File: config.mk
export PLATFORM = sky130hd
export DESIGN_NAME = seg_capture
export DESIGN_NICKNAME = d
export VERILOG_FILES = /design/src/rtl/seg_capture.sv
export SDC_FILE = /design/constraint.sdc
export NUM_CORES = 1
export LEC_CHECK = 0
export CORE_MARGIN = 5
export CORE_UTILIZATION = 60
export CTS_BUF_LIST = sky130_fd_sc_hd__clkbuf_8
export CTS_CLUSTER_DIAMETER = 80
export CTS_CLUSTER_SIZE = 16
export DETAILED_ROUTE_END_ITERATION = 6
export DONT_BUFFER_PORTS = 1
export HOLD_SLACK_MARGIN = 0.05
export PLACE_DENSITY = 0.82
export SYNTH_ARGS = -nofsm -noshare
export SYNTH_HDL_FRONTEND = slang
export SYNTH_SLANG_ARGS = --single-unit
File: constraint.sdc
create_clock -name clk -period 3.1 [get_ports clk]
set_input_delay 0.465 -clock clk [delete_from_list [all_inputs] [get_ports clk]]
set_output_delay 0.465 -clock clk [all_outputs]
set_load 0.005 [all_outputs]
File: src/rtl/seg_capture.sv
// seg_capture: oversampling receiver for the serial 7-segment display stream.
// Define SEG_CAPTURE_ERR_EN to enable the sticky error flags and err_clr.
module seg_capture #(
    parameter int SYNC_STAGES = 2
) (
    input  logic        clk,
    input  logic        rst,
    input  logic        SER,
    input  logic        SCLK,
    input  logic        RCLK,
    input  logic [3:0]  SEL,
    input  logic        err_clr,
    output logic [7:0]  seg_raw,
    output logic [3:0]  digit,
    output logic [1:0]  digit_pos,
    output logic        digit_valid,
    output logic [15:0] disnum,
    output logic        frame_valid,
    output logic [2:0]  err
);

    logic [SYNC_STAGES-1:0]      ser_q, sclk_q, rclk_q;
    logic [SYNC_STAGES-1:0][3:0] sel_q;
    logic                        sclk_d, rclk_d;
    logic                        ser_s, sclk_s, rclk_s;
    logic [3:0]                  sel_s;
    logic                        sclk_rise, rclk_rise;

    logic [7:0] sr;
    logic [3:0] bit_cnt;
    logic       lat_go;
    logic [7:0] lat_sr;
    logic [3:0] lat_sel;
    logic [3:0] lat_cnt;

    logic [3:0] seen;
    logic [3:0] new_mask;
    logic [3:0] dec_code;
    logic       dec_bad;
    logic       sel_ok;
    logic [1:0] sel_pos;
    logic       upd;

    assign ser_s     = ser_q[SYNC_STAGES-1];
    assign sclk_s    = sclk_q[SYNC_STAGES-1];
    assign rclk_s    = rclk_q[SYNC_STAGES-1];
    assign sel_s     = sel_q[SYNC_STAGES-1];
    assign sclk_rise = sclk_s & ~sclk_d;
    assign rclk_rise = rclk_s & ~rclk_d;

    always_ff @(posedge clk or posedge rst) begin
        if (rst) begin
            ser_q  <= '0;
            sclk_q <= '0;
            rclk_q <= '0;
            sel_q  <= '0;
            sclk_d <= 1'b0;
            rclk_d <= 1'b0;
        end else begin
            ser_q  <= {ser_q[SYNC_STAGES-2:0], SER};
            sclk_q <= {sclk_q[SYNC_STAGES-2:0], SCLK};
            rclk_q <= {rclk_q[SYNC_STAGES-2:0], RCLK};
            sel_q  <= {sel_q[SYNC_STAGES-2:0], SEL};
            sclk_d <= sclk_s;
            rclk_d <= rclk_s;
        end
    end

    // The latch snapshots the pre-shift byte even when both edges coincide.
    always_ff @(posedge clk or posedge rst) begin
        if (rst) begin
            sr      <= '0;
            bit_cnt <= '0;
            lat_go  <= 1'b0;
            lat_sr  <= '0;
            lat_sel <= '0;
            lat_cnt <= '0;
        end else begin
            lat_go <= rclk_rise;
            if (rclk_rise) begin
                lat_sr  <= sr;
                lat_sel <= sel_s;
                lat_cnt <= bit_cnt;
            end
            if (sclk_rise) begin
                sr <= {ser_s, sr[7:1]};
                if (rclk_rise)
                    bit_cnt <= 4'd1;
                else if (bit_cnt != 4'hF)
                    bit_cnt <= bit_cnt + 4'd1;
            end else if (rclk_rise) begin
                bit_cnt <= '0;
            end
        end
    end

    always_comb begin
        dec_code = 4'hF;
        dec_bad  = 1'b0;
        case (lat_sr)
            8'hFC:   dec_code = 4'h0;
            8'h60:   dec_code = 4'h1;
            8'hDA:   dec_code = 4'h2;
            8'hF2:   dec_code = 4'h3;
            8'h66:   dec_code = 4'h4;
            8'hB6:   dec_code = 4'h5;
            8'hBE:   dec_code = 4'h6;
            8'hE0:   dec_code = 4'h7;
            8'hFE:   dec_code = 4'h8;
            8'hF6:   dec_code = 4'h9;
            8'hEE:   dec_code = 4'hA;
            8'h6E:   dec_code = 4'hB;
            8'h9C:   dec_code = 4'hC;
            8'h00:   dec_code = 4'hF;
            default: dec_bad  = 1'b1;
        endcase
    end

    always_comb begin
        sel_ok  = 1'b1;
        sel_pos = 2'd0;
        case (lat_sel)
            4'b1110: sel_pos = 2'd0;
            4'b1101: sel_pos = 2'd1;
            4'b1011: sel_pos = 2'd2;
            4'b0111: sel_pos = 2'd3;
            default: sel_ok  = 1'b0;
        endcase
    end

    assign new_mask = seen | (4'b0001 << sel_pos);

    always_ff @(posedge clk or posedge rst) begin
        if (rst) begin
            seg_raw     <= '0;
            digit       <= '0;
            digit_pos   <= '0;
            digit_valid <= 1'b0;
            disnum      <= '0;
            frame_valid <= 1'b0;
            seen        <= '0;
        end else begin
            digit_valid <= 1'b0;
            frame_valid <= 1'b0;
            if (lat_go) begin
                seg_raw <= lat_sr;
                digit   <= dec_code;
                if (upd) begin
                    digit_pos                       <= sel_pos;
                    disnum[{sel_pos, 2'b00} +: 4]   <= dec_code;
                    digit_valid                     <= 1'b1;
                    if (new_mask == 4'hF) begin
                        frame_valid <= 1'b1;
                        seen        <= '0;
                    end else begin
                        seen <= new_mask;
                    end
                end
            end
        end
    end

`ifdef SEG_CAPTURE_ERR_EN
    assign upd = sel_ok;

    // A new error outranks a coincident clear.
    always_ff @(posedge clk or posedge rst) begin
        if (rst)
            err <= '0;
        else
            err <= (err & ~{3{err_clr}})
                 | ({3{lat_go}} & {~sel_ok, dec_bad, lat_cnt != 4'd8});
    end
`else
    assign upd = 1'b1;
    assign err = '0;

    logic unused_err;
    assign unused_err = ^{err_clr, dec_bad, sel_ok, lat_cnt};
`endif

endmodule

After elaboration in Yosys (flattened, before gate mapping):

Cells that the tools add are included.

* flip-flop bits (word level): 73
* bits of input ports: 10
* output and inout port bits: 35
* word-level logic and storage cells: 51

* $add $sub $neg: 1
* equal/unequal tests: 17
* shifts and indexed selects: 3
* mux-type cells: 7
* bitwise logic cells: 5

Operators with widths (number)
* $eq A8 B8 Y1 const B: 10
* $pmux W4 S13: 1
* $eq A8 B7 Y1 const B: 3
* $bwmux W16: 1
* $shift A4 B6 Y16 const A: 1
* $shiftx A4 B6 Y16: 1
* $eq A4 B4 Y1 const B: 3
* $neg A4 Y6: 1
* $pmux W2 S3: 1
* $eq A4 B3 Y1 const B: 1
* $mux W4: 1
* $or A4 B4 Y4: 1
* $shl A1 B2 Y4 const A: 1
* $mux W1: 3
* $and A1 B1 Y1: 2
* $not A1 Y1: 2

Logic depth before layout (Yosys ltp):

* word-level depth: 7
* mapped depth: 8
* mapped depth without buffers: 8

Least setup slack after synthesis:

Ideal clock, no wire load.

* kind: register -> register
* start point: register lat_sel[3]
* end point: register disnum[11]
* library setup time: 0.121 ns
* arrival: 1.753 ns
* required time: 2.979 ns
* slack: 1.226 ns
* stages on the path, launching flop included: 9
* buffers on the path: 0
* period minus slack after synthesis: 1.874 ns
* path through: dfrtp_1 > xor2_1 > and3_1 > inv_1 > ha_1 > and3b_1 > nand3_1 > inv_1 > a22o_1

* word-level cells in the longest chain between the ends: 5
* elaborated cells on any way between the ends: 8
* those cells by class: 1 x add/sub; 3 x eq/ne; 2 x shift; 2 x mux

Ends and longest elaborated chain
* start, declared: RTL line 33 `logic [3:0] lat_sel;`
* start signal, assigned: RTL line 82 `lat_sel <= sel_s;`
* $eq A4 B3 Y1 or $eq A4 B4 Y1 (tied branches)
* $pmux W2 S3 (*): RTL line 122 `case (lat_sel)`
* named net sel_pos[1]: RTL line 41 `logic [1:0] sel_pos;`
* $neg A4 Y6 (*): RTL line 150 `disnum[{sel_pos, 2'b00} +: 4] <= dec_code;`
* $shiftx A4 B6 Y16 or $shift A4 B6 Y16 (tied branches): RTL line 150
* $bwmux W16 (*): RTL line 150
* end signal, assigned by index: RTL line 150
* end, declared: RTL line 17 `output logic [15:0] disnum,`

Mark *: on every way through the listed nets, which the timed path passes. The rest lies on a longest branch.
A chain may end at the register's enable or synchronous reset.

Final worst setup path:

* start point: register lat_sr[5]
* end point: register disnum[2]

* word-level cells in the longest chain between the ends: 4
* elaborated cells on any way between the ends: 16
* those cells by class: 13 x eq/ne; 1 x shift; 2 x mux

Ends and longest elaborated chain
* start, declared: RTL line 32 `logic [7:0] lat_sr;`
* start signal, assigned: RTL line 81 `lat_sr <= sr;`
* $eq A8 B8 Y1 or $eq A8 B7 Y1 (tied branches): RTL line 100 `case (lat_sr)`
* $pmux W4 S13 (*): RTL line 100
* $shiftx A4 B6 Y16 (*): RTL line 150
* $bwmux W16 (*): RTL line 150

Mark *: on every way between the ends. The rest lies on a longest branch, timed or not.

==> flow_summary.toml <==
[finish]
n_antenna_cell = 0
final_common_cell = "dfrtp_1"
area_growth_pct = 7.51
final_area_mm2 = 0.00330
drive_gt1_share_pct = 22.0
nets = 259
most-common-layout-cells = "dfrtp_1, mux2_2, nand2_1"

[placement]
gp_congestion = 0.827
post_dp_cell_area_mm2 = 0.00310
hpwl_um = 3580
port_buffers = 0

[global_routing]
gr-usage-all-layers_pct = 17.7
antenna_found_initial = 0
grt_first_pass_wirelength_um = 8780
grt_pass1_vias = 1841
grt.overflow.total = 0
grt_max_degree = 46

[timing]
skew_ns = 0.00497
holdWs_ns = 0.152
post-route-period-util_pct = 69.1
fmax_mhz = 467
finalSetupViolCount = 0
maxSlewViolCount = 0
worst_pin_slew_ns = 1.07
finalHoldViolations = 0
slew_headroom_pct = 28.6
tns_ns = 0
min_period_ns = 2.14
rsz0062_at_grt = "no"

[drt]
postRouteAntennaNets = 0
via_count = 1798
drc_errors = 0
via_per_inst = 5.71
drtIter0Drc = 150
drt-pass1-iter-count = 4
routed_wl_um = 5280
wire_per_inst_um = 16.8

[synthesis]
yosysTopAreaCell = "dfrtp_1"
ys_seq_area_share_pct = 59.6
ys_async_sr_fraction_pct = 100
synth_area_leaders = "dfrtp_1, mux2_2, ha_1, nand2_1, nor2_1"
netlist.area_leader.share_pct = 59.6
syn-cell-area_mm2 = 0.00307
syn_area_per_cell_um2 = 12.7
ys_warn_count = 0
ys_ff_latch = 73
yosysUniqueCellTypes = 52
syn_inst = 242
synth_edf_count = 0
synth-main-ff-cell = "dfrtp_1"

[pwr]
power_density_mw_per_mm2 = 812
pwr-share-seq_pct = 54.1
pwr-share-clk_pct = 28.4
pwr-share-comb_pct = 17.5
power.switching_uw = 803
p_leak_uw = 0.00145
ir_drop_uv = 614
power_switching_share_pct = 30.0
p_int_uw = 1870

[critical_path]
critPathMaxFanout = 14
endpoint_kind = "flip-flop"
critPathMaxStageDelay_ns = 0.53
cp_slowest_cell = "dfrtp_1"
cpLargestDelayFamily = "compound AO/OA/AOI/OAI gates"
worstPathArrival_ns = 2.37
critPathBufInv = 0
required_ns = 3.32
critical_path.startpoint_type = "flip-flop"
cp_cell_sequence = "or3b_1 > a2111oi_0 > a211o_1 > a31oi_2 > o41ai_1"
criticalPathCategory = "reg2reg"

[floorplanning]
dieArea_mm2 = 0.00664
die_h_um = 81.5
pin_count = 45
die_x_um = 81.5
initial_utilization_pct = 60.8
fp-row-count = 26
coreArea_mm2 = 0.00504

[clocking]
clock-sinks = 73
clock_latency_ns = 0.34
cts_root_buf = "clkbuf_8"
cts_tree = "built"
post_cts_buffers = 0
cts_resized = 0
clkTransAtPathRegs_ns = 0.07
numCtsBuffers = 9
cts_buffer_depth = 2
cts_max_level = 3
ctsHoldBuffers = 0

[run]
maxCapViolCount = 0

[status]
status = "complete, no violations"

[worst_hold_path]
hold_class = "in2reg"
## path summary, 6_finish.rpt
kind | from | endpoint | slack (ns) | cells past startpoint
max | lat_sr[5] | disnum[2] | 0.96 | 5
min | SER | ser_q[0] | 0.15 | 0
max reg2reg | lat_sr[5] | disnum[2] | 0.96 | 5
min reg2reg | sel_q[2] | sel_s[2] | 0.35 | 0
max in group asynchronous | rst | lat_sr[3] | 2.15 | 2
min in group asynchronous | rst | ser_q[0] | 0.20 | 1
## cell type report
type,count,area [um2]
inverters,7,26.3
flip-flops and latches,73,1830
multi-input cells,148,1130
well taps,70,87.6
fillers,363,1750
repair buffers,3,22.5
clock inverters,5,75.1
clock buffers,9,124
## sequential cells by signal, indices dropped and copies added, names as in the netlist
| signal | count |
|---|---|
| sclk_q | 2 |
| sr | 8 |
| digit_valid | 1 |
| frame_valid | 1 |
| seg_raw | 8 |
| digit_pos | 2 |
| sel_q | 4 |
| sclk_d | 1 |
| rclk_d | 1 |
| seen | 4 |
| lat_sel | 4 |
| ser_q | 2 |
| lat_sr | 8 |
| lat_go | 1 |
| digit | 4 |
| sel_s | 4 |
| rclk_q | 2 |
| disnum | 16 |
## power groups by stage
| stage | Combinational, uW | Clock [uW] | Sequential (uW) |
|---|---|---|---|
| after floorplan | 507 | 0 | 1310 |
| after global placement | 450 | 0 | 1450 |
| after detailed placement | 471 | 0 | 1470 |
| after CTS | 474 | 773 | 1450 |
| after global routing | 527 | 810 | 1490 |
| final | 468 | 760 | 1450 |
## cell usage after synthesis (4+ instances only)
cell,count
nand2_1,21
o21ai_0,8
clkbuf_1,5
o21ai_1,6
a21oi_1,8
buf_2,6
dfrtp_1,73
nor2_1,12
nand3_1,4
mux2_2,29
ha_1,7
nand4b_1,4
inv_1,6
## kinds of logic (layout without fill, tap and decap cells)
group,after synthesis,count (layout),share of synthesized area (%)
compound gates,41,41,9.67
flops,73,73,59.6
xor+xnor,4,4,1.14
fa+ha+maj,7,7,2.86
other cells,1,3,0.122
simple gates,62,62,11.5
mux,31,31,11.5
buf+inv,23,24,3.67
## metal layers
metal,global-route usage [%],vias up,share of wire (%)
met1,23.7,895,45
met5,0,-,0
met4,10.6,0,1.9
met2,26.4,46,47
met3,4.06,11,6.2
li1,-,846,-
## stage by stage
step                setup slack [ns]  total power, uW  instances  util [%]
finish                         0.959             2680        315      65.4
global route                   0.814             2820        315      65.4
CTS                            0.971             2700        315      65.4
detailed placement             0.995             1940        301      61.4
global placement                1.04             1900        301      61.4
floorplan                      0.782             1820        244         -
Note: power is estimated with default switching activity, not from simulation.
